## src/rtl/sub_pipelined_pkg.sv

```systemverilog
// Shared types and helpers for the segmented pipelined subtractor.
// The stage record is sized by SUB_W, which is also the default width of the top.
package sub_pipelined_pkg;

   localparam int unsigned SUB_W = 128;
   localparam int unsigned SUB_S = 4;

   // A carry of 1 out of a segment means that segment produced no borrow.
   localparam logic CARRY_NO_BORROW = 1'b1;

   typedef struct packed {
      logic [SUB_W-1:0] diff;
      logic [SUB_W-1:0] op1;
      logic [SUB_W-1:0] op2;
      logic             carry;
      logic             valid;
   } sub_stage_t;

   function automatic int unsigned seg_lo(input int unsigned k, input int unsigned seg_w);
      return k * seg_w;
   endfunction

endpackage

```

## src/rtl/sub_segment.sv

```systemverilog
// One SEG-bit slice of the subtractor: a + ~b + cin, with carry out.
module sub_segment #(
   parameter int unsigned SEG = 32
) (
   input  logic [SEG-1:0] a,
   input  logic [SEG-1:0] b,
   input  logic           cin,
   output logic [SEG-1:0] diff,
   output logic           cout
);

   assign {cout, diff} = {1'b0, a} + {1'b0, ~b} + {{SEG{1'b0}}, cin};

endmodule

```

## src/rtl/sub_pipelined.sv

```systemverilog
// Segmented, pipelined w-bit subtractor (op1 - op2 mod 2^w) with valid/ready
// backpressure. One segment of the borrow chain is resolved per stage.
// Optional borrow/zero flag outputs are built when SUB_PIPELINED_FLAGS_EN is defined.
module sub_pipelined
   import sub_pipelined_pkg::*;
#(
   parameter int unsigned w = SUB_W,
   parameter int unsigned s = SUB_S
) (
   input  logic         clk,
   input  logic         rstn,
   input  logic [w-1:0] op1,
   input  logic [w-1:0] op2,
   input  logic         valid_op1,
   input  logic         valid_op2,
   output logic         op_ready,
   output logic [w-1:0] res,
   output logic         valid,
`ifdef SUB_PIPELINED_FLAGS_EN
   output logic         borrow,
   output logic         zero,
`endif
   input  logic         res_ready
);

   localparam int unsigned SEG = w / s;

   logic         adv;
   logic         accept;
   logic [w-1:0] res_q;
   logic         valid_q;
   sub_stage_t   stage_q [s];

   // The whole pipe moves in lockstep; it only freezes when a result is
   // waiting and the consumer refuses it.
   assign adv      = ~valid_q | res_ready;
   assign op_ready = adv;
   assign accept   = valid_op1 & valid_op2 & adv;

   for (genvar k = 0; k < s; k++) begin : g_stage
      logic [SEG-1:0] a_seg;
      logic [SEG-1:0] b_seg;
      logic           cin;
      logic [SEG-1:0] diff_seg;
      logic           cout_seg;
      sub_stage_t     st_d;
      sub_stage_t     st_q;

      if (k == 0) begin : g_head
         assign a_seg = op1[SEG-1:0];
         assign b_seg = op2[SEG-1:0];
         assign cin   = CARRY_NO_BORROW;

         // Stage 0 captures both full operands together with the lowest segment.
         always_comb begin
            st_d               = '0;
            st_d.diff[SEG-1:0] = diff_seg;
            st_d.op1           = op1;
            st_d.op2           = op2;
            st_d.carry         = cout_seg;
            st_d.valid         = accept;
         end
      end else begin : g_body
         assign a_seg = stage_q[k-1].op1[seg_lo(k, SEG) +: SEG];
         assign b_seg = stage_q[k-1].op2[seg_lo(k, SEG) +: SEG];
         assign cin   = stage_q[k-1].carry;

         // Later stages pass lower segments through and fill in segment k.
         always_comb begin
            st_d                             = stage_q[k-1];
            st_d.diff[seg_lo(k, SEG) +: SEG] = diff_seg;
            st_d.carry                       = cout_seg;
         end
      end

      sub_segment #(
         .SEG (SEG)
      ) u_seg (
         .a    (a_seg),
         .b    (b_seg),
         .cin  (cin),
         .diff (diff_seg),
         .cout (cout_seg)
      );

      // Stage register; reset discards any in-flight operation.
      always_ff @(posedge clk or negedge rstn) begin
         if (!rstn) begin
            st_q <= '0;
         end else if (adv) begin
            st_q <= st_d;
         end
      end

      assign stage_q[k] = st_q;
   end

   // Output register takes the fully resolved difference from the last stage.
   always_ff @(posedge clk or negedge rstn) begin
      if (!rstn) begin
         res_q   <= '0;
         valid_q <= 1'b0;
      end else if (adv) begin
         res_q   <= stage_q[s-1].diff[w-1:0];
         valid_q <= stage_q[s-1].valid;
      end
   end

   assign res   = res_q;
   assign valid = valid_q;

`ifdef SUB_PIPELINED_FLAGS_EN
   logic borrow_q;
   logic zero_q;

   // Flags are taken from the last stage so zero does not depend on res_q,
   // and are forced low for bubbles.
   always_ff @(posedge clk or negedge rstn) begin
      if (!rstn) begin
         borrow_q <= 1'b0;
         zero_q   <= 1'b0;
      end else if (adv) begin
         borrow_q <= stage_q[s-1].valid & (stage_q[s-1].carry != CARRY_NO_BORROW);
         zero_q   <= stage_q[s-1].valid & (stage_q[s-1].diff[w-1:0] == '0);
      end
   end

   assign borrow = borrow_q;
   assign zero   = zero_q;
`endif

endmodule

```

## config.mk

```make
export PLATFORM = sky130hd
export DESIGN_NAME = sub_pipelined
export DESIGN_NICKNAME = d
export VERILOG_FILES = /design/src/rtl/sub_pipelined_pkg.sv /design/src/rtl/sub_segment.sv /design/src/rtl/sub_pipelined.sv
export SDC_FILE = /design/constraint.sdc
export NUM_CORES = 2
export LEC_CHECK = 0
export CORE_MARGIN = 2
export CORE_UTILIZATION = 42
export CTS_BUF_LIST = sky130_fd_sc_hd__clkbuf_2 sky130_fd_sc_hd__clkbuf_4 sky130_fd_sc_hd__clkbuf_8
export CTS_CLUSTER_SIZE = 16
export DETAILED_ROUTE_END_ITERATION = 7
export GPL_ROUTABILITY_DRIVEN = 0
export RECOVER_POWER = 25
export SLEW_MARGIN = 40
export SYNTH_ARGS = -nofsm -noshare
export SYNTH_HDL_FRONTEND = slang
export SYNTH_SLANG_ARGS = --single-unit
```

## constraint.sdc

```tcl
create_clock -name clk -period 3.6 [get_ports clk]
set_clock_uncertainty 0.05 [all_clocks]
set_input_delay 0.72 -clock clk [delete_from_list [all_inputs] [get_ports clk]]
set_output_delay 0.72 -clock clk [all_outputs]
set_load 0.005 [all_outputs]
```

# Yosys cells after proc, flatten, opt, wreduce, memory -nomap -nowiden

Index checks and enable logic that the tools add are counted.
Widths: inputs -> output; s select.

Bits in registers: 1224
Bits of input ports: 261
Output and inout bits: 130

Add/sub/neg operators: 8
Bitwise logic cells: 8

Operators with widths:

| cell                  | count |
|---|---|
| $not 32->32           | 4 |
| $add 32x32->33        | 3 |
| $add 33x1->33         | 2 |
| $add 33x1->33 const B | 1 |
| $add 32x1->32         | 1 |
| $add 32x32->32        | 1 |
| $and 1x1->1           | 2 |
| $not 1->1             | 1 |
| $or 1x1->1            | 1 |

# Longest topological paths before layout

Depth after elaboration: 3
Gate-level depth with buffers: 11

# Hierarchy

From an unflattened synthesis, not the netlist that was laid out.

Cell total of the unflattened synthesis: 2858
Area, all modules: 39915.8 um^2

Modules (own cells, without submodules):

| module                             | times used | cells each | area an instance (um^2) |
|---|---|---|---|
| sub_pipelined                      | 1          | 1778       | 32648.8 |
| sub_segment (g_stage[2].u_seg ...) | 2          | 270        | 1824.2 |
| sub_segment (g_stage[0].u_seg ...) | 2          | 270        | 1809.2 |

# Worst setup path after synthesis

OpenSTA, ideal clock, no wires.

Kind: input-to-reg
Start point: input op1[0]
End point: register g_stage[0].st_q[286] in the netlist's numbering
Setup time: 0.137 ns
Data arrival time: 2.921 ns
Data required time: 3.413 ns
Slack: 0.492 ns
Stages: 11
Path buffers: 0
Cell sequence: inv_1 > ha_1 > fa_1 > nand2b_1 > a21oi_1 > o211ai_1 > o41a_1 > a311o_1 > o21ai_2 > xnor2_1 > a21oi_1

Cells in the longest elaborated chain, start to end: 2

Ends and longest elaborated chain:

| element              | RTL line            | RTL |
|---|---|---|
| from (decl)          | sub_pipelined.sv:12 | `input logic [w-1:0] op1,` |
| $add 32x32->33       | sub_segment.sv:12   | `assign {cout, diff} = {1'b0, a} + {1'b0, ~b} + {{SEG{1'b0}}, cin};` |
| $add 33x1->33        | sub_segment.sv:12   |  |
| to (signal assigned) | sub_pipelined.sv:91 | `st_q <= st_d;` |
| to (decl)            | sub_pipelined.sv:47 | `sub_stage_t st_q;` |

No other way between the ends.
A chain may end at the register's enable or synchronous reset.

# Worst setup path after layout

Start point: register g_stage[1].st_q[66] in the netlist's numbering
End point: register g_stage[2].st_q, in the netlist g_stage[3].cin

Cells in the longest elaborated chain, start to end: 3

Ends and longest elaborated chain:

| element                | RTL line |
|---|---|
| from (decl)            | sub_pipelined.sv:47 |
| from (signal assigned) | sub_pipelined.sv:91 |
| $not 32->32            | sub_segment.sv:12 |
| $add 32x32->33         | sub_segment.sv:12 |
| $add 33x1->33          | sub_segment.sv:12 |
| to (signal assigned)   | sub_pipelined.sv:91 |
| to (decl)              | sub_pipelined.sv:47 |

No other way between the ends.

==> results.txt <==
Status: finished, violations left
Failing checks: capacitance limit, slew limit
FF+latch count, synth: 840
Avg Inst Size Synth: 8.534 um2
Width of the chip: 305.5 um
WP depth: 10
Fin nets: 5248
First-pass iteration count of the detailed router: 5
Slew margin rel.: -1.583%
Pleak: 23.37 nW
YS warnings: 0
Vias in the first global route: 29210
CTS tree: built
Antenna violations before repair: 5
Post-route setup TNS: 0 ns
Synth top area share: 55.07%
CP required: 4.25 ns
Final ANT Viol Nets: 0
DP Wirelength: 63370 um
Crit path time final: 3.357 ns
Worst-path clk slew: 0.06 ns
Drt wl/cell: 15.00 um
Num CTS Buffers: 147
Worst min-delay path class: in2reg
Reg2reg path depth: 10
Setup crit start kind: register
Die Area: 93320 um2
Crit path DAT: 4.01 ns
Reg2reg start: g_stage[1].st_q[66]$_DFFE_PN0P_
Overall routing resource usage: 19.96%
Reg2reg setup slack: 0.24 ns
Worst r2r dst: g_stage[3].cin$_DFFE_PN0P_
Total wire length: 92100 um
Distinct cells, synth: 68
Synthesized instance count: 4473
Beginning of the critical path: g_stage[1].st_q[66]$_DFFE_PN0P_
Leading area contributor after synthesis: dfrtp_1
RSZ-0062 raised after global routing: false
DR iter-0 viols: 2020
Crit path buf inv count: 0
Slew Limit Fails: 70
Largest stage delay, worst path: 0.47 ns
First-pass GRT wire length: 152800 um
Peak supply drop: 0.0003728 V
Post-Syn Nets: 4865
IO Count: 391
Top cells by area, synth: dfrtp_1 55%, nand2_1 20%, ha_1 4.1%, a21oi_1 2.9%, o21ai_0 2.5%
Count leader, synth: nand2_1
Initial core utilization: 42.41%
Port bufs: 390
Seq/Total Area, Yosys: 55.07%
Synthesized area: 38170 um2
Grt total ovfl: 0
Die height: 305.5 um
Setup CP Type: reg2reg
Most frequent cells after synthesis: 2061 x nand2_1, 840 x dfrtp_1, 219 x a21oi_1
Drc violations: 0
Final hold vios: 0
Crit Path Max Fanout: 4
Placeable Area: 90010 um2
Largest net degree at the start of global routing: 211
Peak Freq: 297.8 MHz
Area grow syn2layout: 22.02%
Crit-path slowest cell: fa_1
Power per cell area: 898.8 nW/um2
Async set or reset register ratio after synthesis: 100.0%
H-tree depth: 4
Cells along the critical path: fa_1 -> fa_1 -> nor2b_1 -> o31a_1 -> o211ai_1 -> a21oi_1 -> a21oi_1 -> a21boi_0 -> nand2_1 -> a221oi_1
Worst skew pair latency: 0.81 ns
Root buffer cell: clkbuf_8
Worst-case clock buffer depth: 3
Post-synth EDFFs: 0
Vias: 30080
MaxCap Viol Count: 2
Critical Path End: g_stage[3].cin$_DFFE_PN0P_
Site Rows: 110
Final cycle utilization of the critical path: 93.26%
HP Start: op2[117]
CP Capture Type: register
Worst Tran Pin Value: 1.524 ns
Share of layout cells above drive strength 1: 6.691%
Vias per cell: 4.898
# Post-CTS Setup Buffers: 0
# fillers: 8707
Primary FF master, synth: dfrtp_1
Crit-path leading delay family: compound AO/OA/AOI/OAI gates
# clock sinks: 840
Count of final setup violators: 0
Hold Slack: 0.3860 ns
Total Power: 41.86 mW
-- cell type report --
class | count | area (um2) | area share [%]
Inverter | 163 | 619.3 | 1.330
Clock inverter | 24 | 269.0 | 0.5775
Tap cell | 1176 | 1471 | 3.159
Timing Repair Buffer | 458 | 4597 | 9.869
Antenna cell | 3 | 7.507 | 0.01612
Sequential cell | 840 | 21020 | 45.13
Clock buffer | 231 | 2892 | 6.208
Multi-Input combinational cell | 3246 | 15700 | 33.71
-- sequential cells by signal (all words and copies together), names as in the netlist --
signal,flops
g_stage.st_q,708
res,128
g_stage.cin,3
valid,1
-- worst min-delay path by stage --
| stage | end | slack (ns) | cells after the start |
|---|---|---|---|
| 4_1_cts | g_stage[0].st_q[86]$_DFFE_PN0P_ | 0.29 | 3 |
| 6_report | g_stage[0].st_q[119]$_DFFE_PN0P_ | 0.39 | 3 |
| 3_5_place_dp | g_stage[3].st_q[0]$_DFFE_PN0P_ | 0.40 | 2 |
| 5_1_grt | g_stage[0].st_q[117]$_DFFE_PN0P_ | 0.32 | 3 |
| 3_3_place_gp | g_stage[3].st_q[272]$_DFFE_PN0P_ | 0.40 | 2 |
| 2_1_floorplan | g_stage[0].st_q[0]$_DFFE_PN0P_ | 0.37 | 0 |
-- metal layers --
| metal | GRT usage [%] | wire (um) |
|---|---|---|
| met5 | 0 | 30 |
| met4 | 5.877 | 1830 |
| met1 | 28.80 | 44710 |
| met3 | 4.174 | 4398 |
| met2 | 30.30 | 41140 |
-- cells in the final DEF (no fill, tap or decap), types with 19 or more instances in the layout --
| master | netlist | final |
|---|---|---|
| clkbuf_4 | 0 | 46 |
| clkdlybuf4s50_1 | 0 | 389 |
| o21a_1 | 23 | 23 |
| nand3_1 | 25 | 25 |
| inv_1 | 163 | 162 |
| xor2_1 | 47 | 47 |
| ha_1 | 124 | 124 |
| xnor2_1 | 49 | 49 |
| nand2_1 | 2061 | 2061 |
| clkbuf_8 | 0 | 185 |
| nor3_1 | 29 | 29 |
| nor2b_1 | 20 | 19 |
| dfrtp_1 | 840 | 840 |
| o21ai_0 | 193 | 193 |
| nand4_1 | 21 | 21 |
| a21o_1 | 53 | 53 |
| buf_4 | 0 | 32 |
| a21oi_1 | 219 | 219 |
| nor2_1 | 150 | 150 |
-- worst register-to-register path: stages (launching register included) --
cell and delay (ns):
dfrtp_1 0.40, fa_1 0.47, fa_1 0.42, nor2b_1 0.17
o31a_1 0.22, o211ai_1 0.16, a21oi_1 0.38, a21oi_1 0.21
a21boi_0 0.39, nand2_1 0.16, a221oi_1 0.25
-- power by group --
group / switching (mW) / internal, mW / total [mW]
Combinational: 9.67 / 7.19 / 16.9
Sequential: 2.14 / 13.6 / 15.8
Clock: 3.92 / 5.33 / 9.25
-- metrics by stage --
stage / area [um2] / cells / setup slack (ns) / util, %
final: 46580 / 6141 / 0.2425 / 51.75
after floorplan: 38170 / 4473 / 0.4920 / -
after detailed placement: 43510 / 5880 / -0.4157 / 48.34
after CTS: 46680 / 6136 / 0.3230 / 51.86
after global routing: 46580 / 6141 / 0.03133 / 51.75
after global placement: 43510 / 5880 / -0.3980 / 48.34
-- cell families after synthesis --
logic type,share of synthesized area (%)
compound gates,9.774
flops,55.07
buf+inv,3.815
simple gates,24.58
xor+xnor,2.203
mux,0.1344
fa+ha+maj,4.431
-- repair_timing --
item | CTS | global route
endpoints found under the setup margin | 0 | 0
resized for setup | 0 | 0
endpoints found under the hold margin | 55 | 0
hold buffers | 1 | 0
(Power assumes the default switching activity.)
